File: src/rtl/pipe_hazard_ctrl_pkg.sv
// Shared definitions for the pipeline hazard sequencer: FSM state encoding
// and the hard-wired zero register number.
package pipe_ctrl_pkg;

   typedef enum logic [1:0] {
      ST_RUN      = 2'd0,
      ST_LU_STALL = 2'd1,
      ST_BR_FLUSH = 2'd2,
      ST_MEM_WAIT = 2'd3
   } state_e;

   localparam logic [4:0] REG_ZERO = 5'd0;

endpackage

File: src/rtl/pipe_hazard_ctrl_if.sv
// Hazard-control bus between the 5-stage pipe (master) and the sequencer (slave).
interface pipe_hazard_ctrl_if #(
   parameter int CNT_W = 16
);

   logic [4:0]       if_id_rs_i;
   logic [4:0]       if_id_rt_i;
   logic [4:0]       id_ex_rt_i;
   logic             id_ex_memread_i;
   logic             br_taken_i;
   logic             mem_req_i;
   logic             mem_ready_i;
   logic             pc_write_o;
   logic             if_id_write_o;
   logic             if_id_flush_o;
   logic             id_ex_flush_o;
   logic             ex_m_flush_o;
   logic             freeze_o;
   logic [1:0]       state_o;
   logic [CNT_W-1:0] stall_cnt_o;
   logic [CNT_W-1:0] flush_cnt_o;
   logic             err_o;

   modport master (
      output if_id_rs_i, if_id_rt_i, id_ex_rt_i, id_ex_memread_i,
             br_taken_i, mem_req_i, mem_ready_i,
      input  pc_write_o, if_id_write_o, if_id_flush_o, id_ex_flush_o,
             ex_m_flush_o, freeze_o, state_o, stall_cnt_o, flush_cnt_o, err_o
   );

   modport slave (
      input  if_id_rs_i, if_id_rt_i, id_ex_rt_i, id_ex_memread_i,
             br_taken_i, mem_req_i, mem_ready_i,
      output pc_write_o, if_id_write_o, if_id_flush_o, id_ex_flush_o,
             ex_m_flush_o, freeze_o, state_o, stall_cnt_o, flush_cnt_o, err_o
   );

endinterface

File: src/rtl/pipe_hazard_ctrl_sat_counter.sv
// Saturating up-counter used for the stall and flush performance counters.
module sat_counter #(
   parameter int W = 16
) (
   input  logic         clk_i,
   input  logic         rst_n,
   input  logic         clear_i,
   input  logic         inc_i,
   output logic [W-1:0] value_o
);

   logic [W-1:0] cnt_q, cnt_d;

   always_comb begin
      cnt_d = cnt_q;
      if (clear_i) begin
         cnt_d = '0;
      end else if (inc_i && (cnt_q != '1)) begin
         cnt_d = cnt_q + W'(1);
      end
   end

   always_ff @(posedge clk_i or negedge rst_n) begin
      if (!rst_n) begin
         cnt_q <= '0;
      end else begin
         cnt_q <= cnt_d;
      end
   end

   assign value_o = cnt_q;

endmodule

File: src/rtl/pipe_hazard_ctrl.sv
// Pipeline sequencer: drives PC/IF_ID/ID_EX/EX_M hold and flush controls for
// load-use stalls, taken-branch flushes and variable-latency memory waits.
module pipe_hazard_ctrl
   import pipe_ctrl_pkg::*;
#(
   parameter int CNT_W       = 16,
   parameter int MEM_TIMEOUT = 64
) (
   input  logic              clk_i,
   input  logic              rst_n,
   pipe_hazard_ctrl_if.slave bus
);

   localparam int WT_W = $clog2(MEM_TIMEOUT + 1);

   state_e            state_q, state_d;
   logic [WT_W-1:0]   wait_q, wait_d;
   logic              err_q, err_d;
   logic              pc_write, if_id_write, if_id_flush, id_ex_flush, ex_m_flush, freeze;
   logic              flush_inc;
   logic              load_use;
   logic [CNT_W-1:0]  stall_cnt, flush_cnt;

   assign load_use = bus.id_ex_memread_i && (bus.id_ex_rt_i != REG_ZERO) &&
                     ((bus.id_ex_rt_i == bus.if_id_rs_i) || (bus.id_ex_rt_i == bus.if_id_rt_i));

   always_comb begin
      state_d     = state_q;
      wait_d      = wait_q;
      err_d       = err_q;
      pc_write    = 1'b1;
      if_id_write = 1'b1;
      if_id_flush = 1'b0;
      id_ex_flush = 1'b0;
      ex_m_flush  = 1'b0;
      freeze      = 1'b0;
      flush_inc   = 1'b0;
      case (state_q)
         ST_MEM_WAIT: begin
            // Ready or timeout both release the pipe in the same cycle.
            if (bus.mem_ready_i) begin
               state_d = ST_RUN;
               wait_d  = '0;
            end else if (wait_q == WT_W'(MEM_TIMEOUT)) begin
               state_d = ST_RUN;
               wait_d  = '0;
               err_d   = 1'b1;
            end else begin
               freeze      = 1'b1;
               pc_write    = 1'b0;
               if_id_write = 1'b0;
               wait_d      = wait_q + WT_W'(1);
            end
         end
         default: begin
            if (bus.mem_req_i && !bus.mem_ready_i) begin
               freeze      = 1'b1;
               pc_write    = 1'b0;
               if_id_write = 1'b0;
               state_d     = ST_MEM_WAIT;
               wait_d      = WT_W'(1);
            end else if (bus.br_taken_i && (state_q != ST_BR_FLUSH)) begin
               if_id_flush = 1'b1;
               id_ex_flush = 1'b1;
               ex_m_flush  = 1'b1;
               flush_inc   = 1'b1;
               state_d     = ST_BR_FLUSH;
            end else if (load_use && (state_q == ST_RUN)) begin
               pc_write    = 1'b0;
               if_id_write = 1'b0;
               id_ex_flush = 1'b1;
               state_d     = ST_LU_STALL;
            end else begin
               state_d = ST_RUN;
            end
         end
      endcase
   end

   always_ff @(posedge clk_i or negedge rst_n) begin
      if (!rst_n) begin
         state_q <= ST_RUN;
         wait_q  <= '0;
         err_q   <= 1'b0;
      end else begin
         state_q <= state_d;
         wait_q  <= wait_d;
         err_q   <= err_d;
      end
   end

   sat_counter #(.W(CNT_W)) u_stall_cnt (
      .clk_i   (clk_i),
      .rst_n   (rst_n),
      .clear_i (1'b0),
      .inc_i   (!pc_write),
      .value_o (stall_cnt)
   );

   sat_counter #(.W(CNT_W)) u_flush_cnt (
      .clk_i   (clk_i),
      .rst_n   (rst_n),
      .clear_i (1'b0),
      .inc_i   (flush_inc),
      .value_o (flush_cnt)
   );

   assign bus.pc_write_o    = pc_write;
   assign bus.if_id_write_o = if_id_write;
   assign bus.if_id_flush_o = if_id_flush;
   assign bus.id_ex_flush_o = id_ex_flush;
   assign bus.ex_m_flush_o  = ex_m_flush;
   assign bus.freeze_o      = freeze;
   assign bus.state_o       = state_q;
   assign bus.stall_cnt_o   = stall_cnt;
   assign bus.flush_cnt_o   = flush_cnt;
   assign bus.err_o         = err_q;

endmodule

File: src/flat_wrapper.sv
// flat-port wrapper written by rule: the top's interface ports become plain ports
module pipe_hazard_ctrl_flat import pipe_ctrl_pkg::*;
#(
   parameter int CNT_W       = 16,
   parameter int MEM_TIMEOUT = 64
)
  (clk_i, rst_n, bus_if_id_rs_i, bus_if_id_rt_i, bus_id_ex_rt_i, bus_id_ex_memread_i, bus_br_taken_i, bus_mem_req_i, bus_mem_ready_i, bus_pc_write_o, bus_if_id_write_o, bus_if_id_flush_o, bus_id_ex_flush_o, bus_ex_m_flush_o, bus_freeze_o, bus_state_o, bus_stall_cnt_o, bus_flush_cnt_o, bus_err_o);
  pipe_hazard_ctrl_if #(.CNT_W(CNT_W)) bus_i ();
  input  logic clk_i;
  input  logic rst_n;
  input wire logic [$bits(bus_i.if_id_rs_i)-1:0] bus_if_id_rs_i;
  input wire logic [$bits(bus_i.if_id_rt_i)-1:0] bus_if_id_rt_i;
  input wire logic [$bits(bus_i.id_ex_rt_i)-1:0] bus_id_ex_rt_i;
  input wire logic [$bits(bus_i.id_ex_memread_i)-1:0] bus_id_ex_memread_i;
  input wire logic [$bits(bus_i.br_taken_i)-1:0] bus_br_taken_i;
  input wire logic [$bits(bus_i.mem_req_i)-1:0] bus_mem_req_i;
  input wire logic [$bits(bus_i.mem_ready_i)-1:0] bus_mem_ready_i;
  output wire logic [$bits(bus_i.pc_write_o)-1:0] bus_pc_write_o;
  output wire logic [$bits(bus_i.if_id_write_o)-1:0] bus_if_id_write_o;
  output wire logic [$bits(bus_i.if_id_flush_o)-1:0] bus_if_id_flush_o;
  output wire logic [$bits(bus_i.id_ex_flush_o)-1:0] bus_id_ex_flush_o;
  output wire logic [$bits(bus_i.ex_m_flush_o)-1:0] bus_ex_m_flush_o;
  output wire logic [$bits(bus_i.freeze_o)-1:0] bus_freeze_o;
  output wire logic [$bits(bus_i.state_o)-1:0] bus_state_o;
  output wire logic [$bits(bus_i.stall_cnt_o)-1:0] bus_stall_cnt_o;
  output wire logic [$bits(bus_i.flush_cnt_o)-1:0] bus_flush_cnt_o;
  output wire logic [$bits(bus_i.err_o)-1:0] bus_err_o;
  assign bus_i.if_id_rs_i = bus_if_id_rs_i;
  assign bus_i.if_id_rt_i = bus_if_id_rt_i;
  assign bus_i.id_ex_rt_i = bus_id_ex_rt_i;
  assign bus_i.id_ex_memread_i = bus_id_ex_memread_i;
  assign bus_i.br_taken_i = bus_br_taken_i;
  assign bus_i.mem_req_i = bus_mem_req_i;
  assign bus_i.mem_ready_i = bus_mem_ready_i;
  assign bus_pc_write_o = bus_i.pc_write_o;
  assign bus_if_id_write_o = bus_i.if_id_write_o;
  assign bus_if_id_flush_o = bus_i.if_id_flush_o;
  assign bus_id_ex_flush_o = bus_i.id_ex_flush_o;
  assign bus_ex_m_flush_o = bus_i.ex_m_flush_o;
  assign bus_freeze_o = bus_i.freeze_o;
  assign bus_state_o = bus_i.state_o;
  assign bus_stall_cnt_o = bus_i.stall_cnt_o;
  assign bus_flush_cnt_o = bus_i.flush_cnt_o;
  assign bus_err_o = bus_i.err_o;
  pipe_hazard_ctrl #(.CNT_W(CNT_W), .MEM_TIMEOUT(MEM_TIMEOUT)) u_core (.clk_i(clk_i), .rst_n(rst_n), .bus(bus_i));
endmodule
File: config.mk
export PLATFORM = sky130hd
export DESIGN_NAME = pipe_hazard_ctrl_flat
export DESIGN_NICKNAME = d
export VERILOG_FILES = /design/src/rtl/pipe_hazard_ctrl_pkg.sv /design/src/rtl/pipe_hazard_ctrl_if.sv /design/src/rtl/pipe_hazard_ctrl_sat_counter.sv /design/src/rtl/pipe_hazard_ctrl.sv /design/src/flat_wrapper.sv
export SDC_FILE = /design/constraint.sdc
export NUM_CORES = 1
export LEC_CHECK = 0
export ABC_AREA = 1
export BUFFER_PORTS_ARGS = -buffer_cell sky130_fd_sc_hd__buf_2
export CORE_ASPECT_RATIO = 0.8
export CORE_MARGIN = 8
export CORE_UTILIZATION = 45
export DETAILED_ROUTE_END_ITERATION = 7
export PLACE_DENSITY = 0.8
export SETUP_SLACK_MARGIN = 0.5
export SLEW_MARGIN = 25
export SYNTH_ARGS = -nofsm -noshare
export SYNTH_HDL_FRONTEND = slang
export SYNTH_SLANG_ARGS = --single-unit
File: constraint.sdc
create_clock -name clk_i -period 2.39 [get_ports clk_i]
set_clock_uncertainty 0.05 [all_clocks]
set_input_delay 0.3585 -clock clk_i [delete_from_list [all_inputs] [get_ports clk_i]]
set_output_delay 0.3585 -clock clk_i [all_outputs]
set_load 0.01 [all_outputs]
Yosys cells after proc, flatten, opt, wreduce, memory -nomap -nowiden
Cells that the tools add are included.
Widths: inputs -> output; s select.
{"block": "op_classes", "n_addsub": 3, "n_eq_ne": 8, "n_mux": 27, "bitwise_logic": 1, "n_reduce_logical": 14}
{"operator": "$add 16x1->16 const B", "n": 2}
{"operator": "$ne 16x16->1 const B", "n": 2}
{"operator": "$mux 7", "n": 4}
{"operator": "$mux 1", "n": 18}
{"operator": "$eq 5x5->1", "n": 2}
{"operator": "$mux 2", "n": 5}
{"operator": "$add 7x1->7 const B", "n": 1}
{"operator": "$eq 7x7->1 const B", "n": 1}
{"operator": "$logic_and 1x1->1", "n": 7}
{"operator": "$reduce_bool 5->1", "n": 1}
{"operator": "$ne 3x2->1 const B", "n": 1}
{"operator": "$reduce_and 3->1", "n": 1}
{"operator": "$eq 2x2->1 const B", "n": 1}
{"operator": "$logic_not 1->1", "n": 2}
{"operator": "$logic_not 2->1", "n": 1}
{"operator": "$ne 2x2->1 const B", "n": 1}
{"operator": "$reduce_bool 2->1", "n": 1}
{"operator": "$logic_or 1x1->1", "n": 1}
{"operator": "$not 1->1", "n": 1}
{"block": "totals", "regBits": 42, "in_bits": 21, "wordCells": 58}

Logic depth before layout (Yosys ltp)
{"block": "depth", "ltp_word": 10, "mapped_depth": 13, "depth_no_buf": 12}

Modules after synthesis
Synthesis repeated with hierarchy kept, for this count alone.
{"block": "hier_totals", "cells_unflattened": 414, "hier_area_um2": 2900.3}
{"mod": "sat_counter", "n_inst": 2, "cells_per_inst": 144, "area_each_um2": 1037.2, "seq_area_each_um2": 400.4}
{"mod": "pipe_hazard_ctrl", "n_inst": 1, "cells_per_inst": 126, "area_each_um2": 825.8, "seq_area_each_um2": 250.2}

Worst setup path after synthesis
No wires, ideal clock.
{"block": "synth_timing", "path_kind": "reg2out", "from": "reg u_core.wait_q[0]", "to": "out bus_pc_write_o", "arrival_ns": 1.657, "required_ns": 1.982, "slack_ns": 0.324, "stages_incl_launch_ff": 14, "path_buffers": 3, "path_cell_list": "dfrtp_1 -> inv_1 -> ha_1 -> nand2_1 -> nor3_2 -> nand2_1 -> nand2_1 -> inv_2 -> a21oi_2 -> nand2_2 -> buf_6 -> buf_6 -> inv_1 -> buf_4"}
{"block": "synth_via", "elab_chain_cells": 4}
{"element": "start: declaration", "line_no": "pipe_hazard_ctrl.sv:17", "text": "logic [WT_W-1:0] wait_q, wait_d;"}
{"element": "start signal: assignment", "line_no": "pipe_hazard_ctrl.sv:87", "text": "wait_q <= wait_d;"}
{"element": "$eq 7x7->1", "line_no": "pipe_hazard_ctrl.sv:44", "text": "end else if (wait_q == WT_W'(MEM_TIMEOUT)) begin"}
{"element": "$mux 1 (3 in a row)"}
{"element": "end: declaration", "line_no": "flat_wrapper.sv:18", "text": "output wire logic [$bits(bus_i.pc_write_o)-1:0] bus_pc_write_o;"}
No other way between the ends.

Worst setup path in the final report
{"block": "layout_timing", "from": "reg u_core.wait_q[0]", "to": "out bus_pc_write_o"}
{"block": "layout_via", "elab_chain_cells": 4}
{"element": "$eq 7x7->1", "line_no": "pipe_hazard_ctrl.sv:44"}
{"element": "$mux 1", "line_no": "pipe_hazard_ctrl.sv:44"}
{"element": "$mux 1", "line_no": "pipe_hazard_ctrl.sv:41", "text": "if (bus.mem_ready_i) begin"}
{"element": "$mux 1", "line_no": "pipe_hazard_ctrl.sv:38", "text": "case (state_q)"}
No other way between the ends.

==> impl_metrics.sql <==
INSERT INTO impl_metrics (metric_group, metric, value, unit) VALUES
('status', 'run_status', 'finished clean', ''),
('timing', 'setup_viol', '0', ''),
('synth', 'synth.net_count', '360', ''),
('clock_tree', 'clkLatencyLatePin', '0.29', 'ns'),
('timing', 'timing_worst_slew_pin_value', '0.429', 'ns'),
('synth', 'syn-instance-count', '335', ''),
('synth', 'synth_commonest_cells', 'sky130_fd_sc_hd__nand2_1, sky130_fd_sc_hd__dfrtp_1, sky130_fd_sc_hd__inv_1, sky130_fd_sc_hd__nand3_1, sky130_fd_sc_hd__nor2_1', ''),
('critical_path', 'crit_path_max_fanout', '3', ''),
('layout', 'antenna_cells_inserted', '0', ''),
('worst_hold_path', 'timing.hold.worst.class', 'input port to flip-flop', ''),
('synth', 'dominant_cells_by_area_after_synthesis', 'sky130_fd_sc_hd__dfrtp_1, sky130_fd_sc_hd__nand2_1, sky130_fd_sc_hd__nand3_1', ''),
('power', 'internal-power', '1.43', 'mW'),
('critical_path', 'timing.critical_path.from_type', 'flip-flop', ''),
('synth', 'ys_seq_area_share', '41.2', '%'),
('floorplan', 'io_pins', '62', ''),
('floorplan', 'die-height', '83.3', 'um'),
('clock_tree', 'clkTransAtPathRegs', '0.08', 'ns'),
('floorplan', 'starting_density', '46.7', '%'),
('placed_design', 'globalplace.congestion', '0.888', ''),
('floorplan', 'row_count', '24', ''),
('floorplan', 'core_area', '5470', 'sq um'),
('timing', 'timing_hold_violations_final', '0', ''),
('layout', 'final_design_area_no_fill', '3250', 'sq um'),
('synth', 'postSynthRegisterBits', '42', ''),
('timing', 'max_slew_margin', '71.4', '%'),
('layout', 'drive_gt1_share', '26.4', '%'),
('grt', 'antenna_found_initial', '0', ''),
('clock_tree', 'cts_htree_levels', '2', ''),
('critical_path', 'cells_traversed_along_the_worst_timing_path', 'inv_2 -> ha_4 -> nand2_2 -> nor3_2 -> nand2_1 -> nand2_2 -> inv_2 -> a21oi_4 -> nand2_4 -> inv_4 -> buf_2', ''),
('clock_tree', 'clk_root_buffer_cell', 'sky130_fd_sc_hd__clkbuf_8', ''),
('timing', 'grt_setup_unrepaired', 'true', ''),
('routing', 'm1WireLength', '2.76', 'mm'),
('layout', 'layout.nets', '440', ''),
('grt', 'first_global_vias', '2454', ''),
('floorplan', 'die-area', '8350', 'sq um'),
('synth', 'synth_top_area_cell', 'sky130_fd_sc_hd__dfrtp_1', ''),
('run', 'max_cap_violations', '0', ''),
('routing', 'drt-initial-drc-count', '136', ''),
('routing', 'postRouteAntennaNets', '0', ''),
('timing', 'setup_tns', '0', 'ns'),
('synth', 'postSynthAreaPerCell', '7.61', 'sq um'),
('power', 'peak_supply_drop', '0.409', 'mV'),
('timing', 'final.setup.worst_slack', '0.247', 'ns'),
('timing', 'final_max_slew_viol_count', '0', ''),
('layout', 'area_growth', '27.3', '%'),
('timing', 'post-route-min-period', '2.14', 'ns'),
('power', 'clock_power_share', '25.5', '%'),
('timing', 'achievable-frequency', '0.467', 'GHz'),
('grt', 'grt.total_usage', '15.5', '%'),
('synth', 'netlist-cell-type-count', '29', ''),
('synth', 'synth-main-ff-cell', 'sky130_fd_sc_hd__dfrtp_1', ''),
('timing', 'min_period_over_period', '89.7', '%'),
('placed_design', 'placedCellCount', '470', ''),
('clock_tree', 'tritoncts.num_buffers', '5', ''),
('synth', 'yosysWarningCount', '0', ''),
('critical_path', 'crit_path_top_delay_cell', 'sky130_fd_sc_hd__dfrtp_1', ''),
('routing', 'drt-vias-per-instance', '4.88', ''),
('grt', 'largest_net_degree_at_the_start_of_global_routing', '25', ''),
('power', 'switchingPower', '748', 'uW'),
('clock_tree', 'clock_tree_from_tritoncts', 'built', ''),
('synth', 'synth_enable_flop_cells', '0', ''),
('critical_path', 'critical_setup_path_class', 'flip-flop to primary output', ''),
('clock_tree', 'tritoncts_num_sinks', '42', ''),
('placed_design', 'place_ws', '0.378', 'ns'),
('routing', 'drcViolationCount', '0', ''),
('routing', 'met3WireLength', '375', 'um'),
('clock_tree', 'cts.path.max_buffers', '2', ''),
('routing', 'drtPass1Iterations', '4', ''),
('placed_design', 'port_buffers', '61', ''),
('routing', 'wire_per_inst', '13.0', 'um'),
('power', 'seqPwrFrac', '44.0', '%');
-- state kept, by name, indices dropped and copies added, names as in the netlist --
signal and flops:
u_core.wait_q 7, u_core.bus.err_o 1, u_core.u_stall_cnt.value_o 16, u_core.u_flush_cnt.value_o 16
u_core.bus.state_o 2
-- per-stage QoR --
stage                     hold WS (ns)  utilization, %  power (mW)
after floorplan                 0.0129               -        1.29
after global placement           0.266            53.4        1.49
after detailed placement         0.266            53.4        1.51
after CTS                        0.298            57.5        2.11
after global routing             0.344            59.4        2.30
final                            0.311            59.4        2.17
-- cell families (layout without fill, tap and decap cells) --
logic type	after synthesis	count (layout)	share of synthesized area, %
flops	42	42	41.2
compound gates	16	16	3.63
xor+xnor	30	30	10.3
simple gates	195	196	34.6
buf+inv	48	128	8.29
fa+ha+maj	4	4	1.96
-- worst max-delay path: cells and delay by family, from the launching register on --
family / cells / cell delay [ns]
buffers and inverters: 4 / 0.31
and+or+nand+nor: 5 / 0.43
adders and majority gates: 1 / 0.13
DFF: 1 / 0.41
AOI/OAI and AO/OA: 1 / 0.15
-- area by class of cell --
type                    instances  area [sq um]  area share (%)
multi-input cells             246          1370            42.1
flip-flops and latches         42          1050            32.4
repair buffers                 78           460            14.2
inverters                      42           160            4.93
well taps                      78          97.6            3.01
clock buffers                   6          72.6            2.24
clock inverters                 2          37.5            1.16
-- repair_timing --
item / CTS / global route
pin swaps: 2 / 2
gates cloned: 0 / 1
hold buffers: 1 / 0
endpoints found under the hold margin: 18 / 0
endpoints found under the setup margin: 18 / 25
buffers inserted: 6 / 8
gates resized for setup: 10 / 8
-- power by group through the flow --
stage	Clock (mW)	Sequential (mW)	Combinational, mW
floorplan	0	0.991	0.300
global placement	0	0.963	0.526
detailed placement	0	0.968	0.547
CTS	0.566	0.954	0.587
global route	0.589	0.973	0.743
finish	0.555	0.956	0.663
-- routing by layer --
metal / vias up / GRT usage (%)
met5: - / 0
met4: 0 / 3.42
met3: 4 / 4.00
met2: 59 / 28.0
met1: 1126 / 17.7
li1: 1221 / -
-- layout by cell type, fill, tap and decap left out, types with 2 or more instances in the layout --
cell	count
sky130_fd_sc_hd__a21oi_1	5
sky130_fd_sc_hd__buf_2	59
sky130_fd_sc_hd__buf_4	15
sky130_fd_sc_hd__buf_6	2
sky130_fd_sc_hd__clkbuf_8	5
sky130_fd_sc_hd__dfrtp_1	41
sky130_fd_sc_hd__ha_1	2
sky130_fd_sc_hd__ha_4	2
sky130_fd_sc_hd__inv_1	37
sky130_fd_sc_hd__inv_2	4
sky130_fd_sc_hd__nand2_1	93
sky130_fd_sc_hd__nand2_2	3
sky130_fd_sc_hd__nand2_4	3
sky130_fd_sc_hd__nand3_1	37
sky130_fd_sc_hd__nand4_1	5
sky130_fd_sc_hd__nor2_1	34
sky130_fd_sc_hd__nor2_2	2
sky130_fd_sc_hd__nor3_1	9
sky130_fd_sc_hd__nor3b_1	3
sky130_fd_sc_hd__o21ai_0	7
sky130_fd_sc_hd__xnor2_1	13
sky130_fd_sc_hd__xor2_1	17
-- worst paths after layout --
| kind | cells after the start | endpoint | slack [ns] | start |
|---|---|---|---|---|
| worst max-delay path | 11 | bus_pc_write_o | 0.25 | u_core.wait_q[0] |
| worst min-delay path | 3 | u_core.bus.state_o[1] | 0.31 | bus_br_taken_i |
| worst max register to register | 13 | u_core.u_stall_cnt.value_o[9] | 0.43 | u_core.wait_q[0] |
| worst min register to register | 1 | u_core.bus.err_o | 0.43 | u_core.bus.err_o |
| max in group asynchronous | 3 | u_core.u_stall_cnt.value_o[0] | 1.13 | rst_n |
| min in group asynchronous | 2 | u_core.wait_q[5] | 0.47 | rst_n |
No activity file was read; power rests on OpenSTA's default activity.
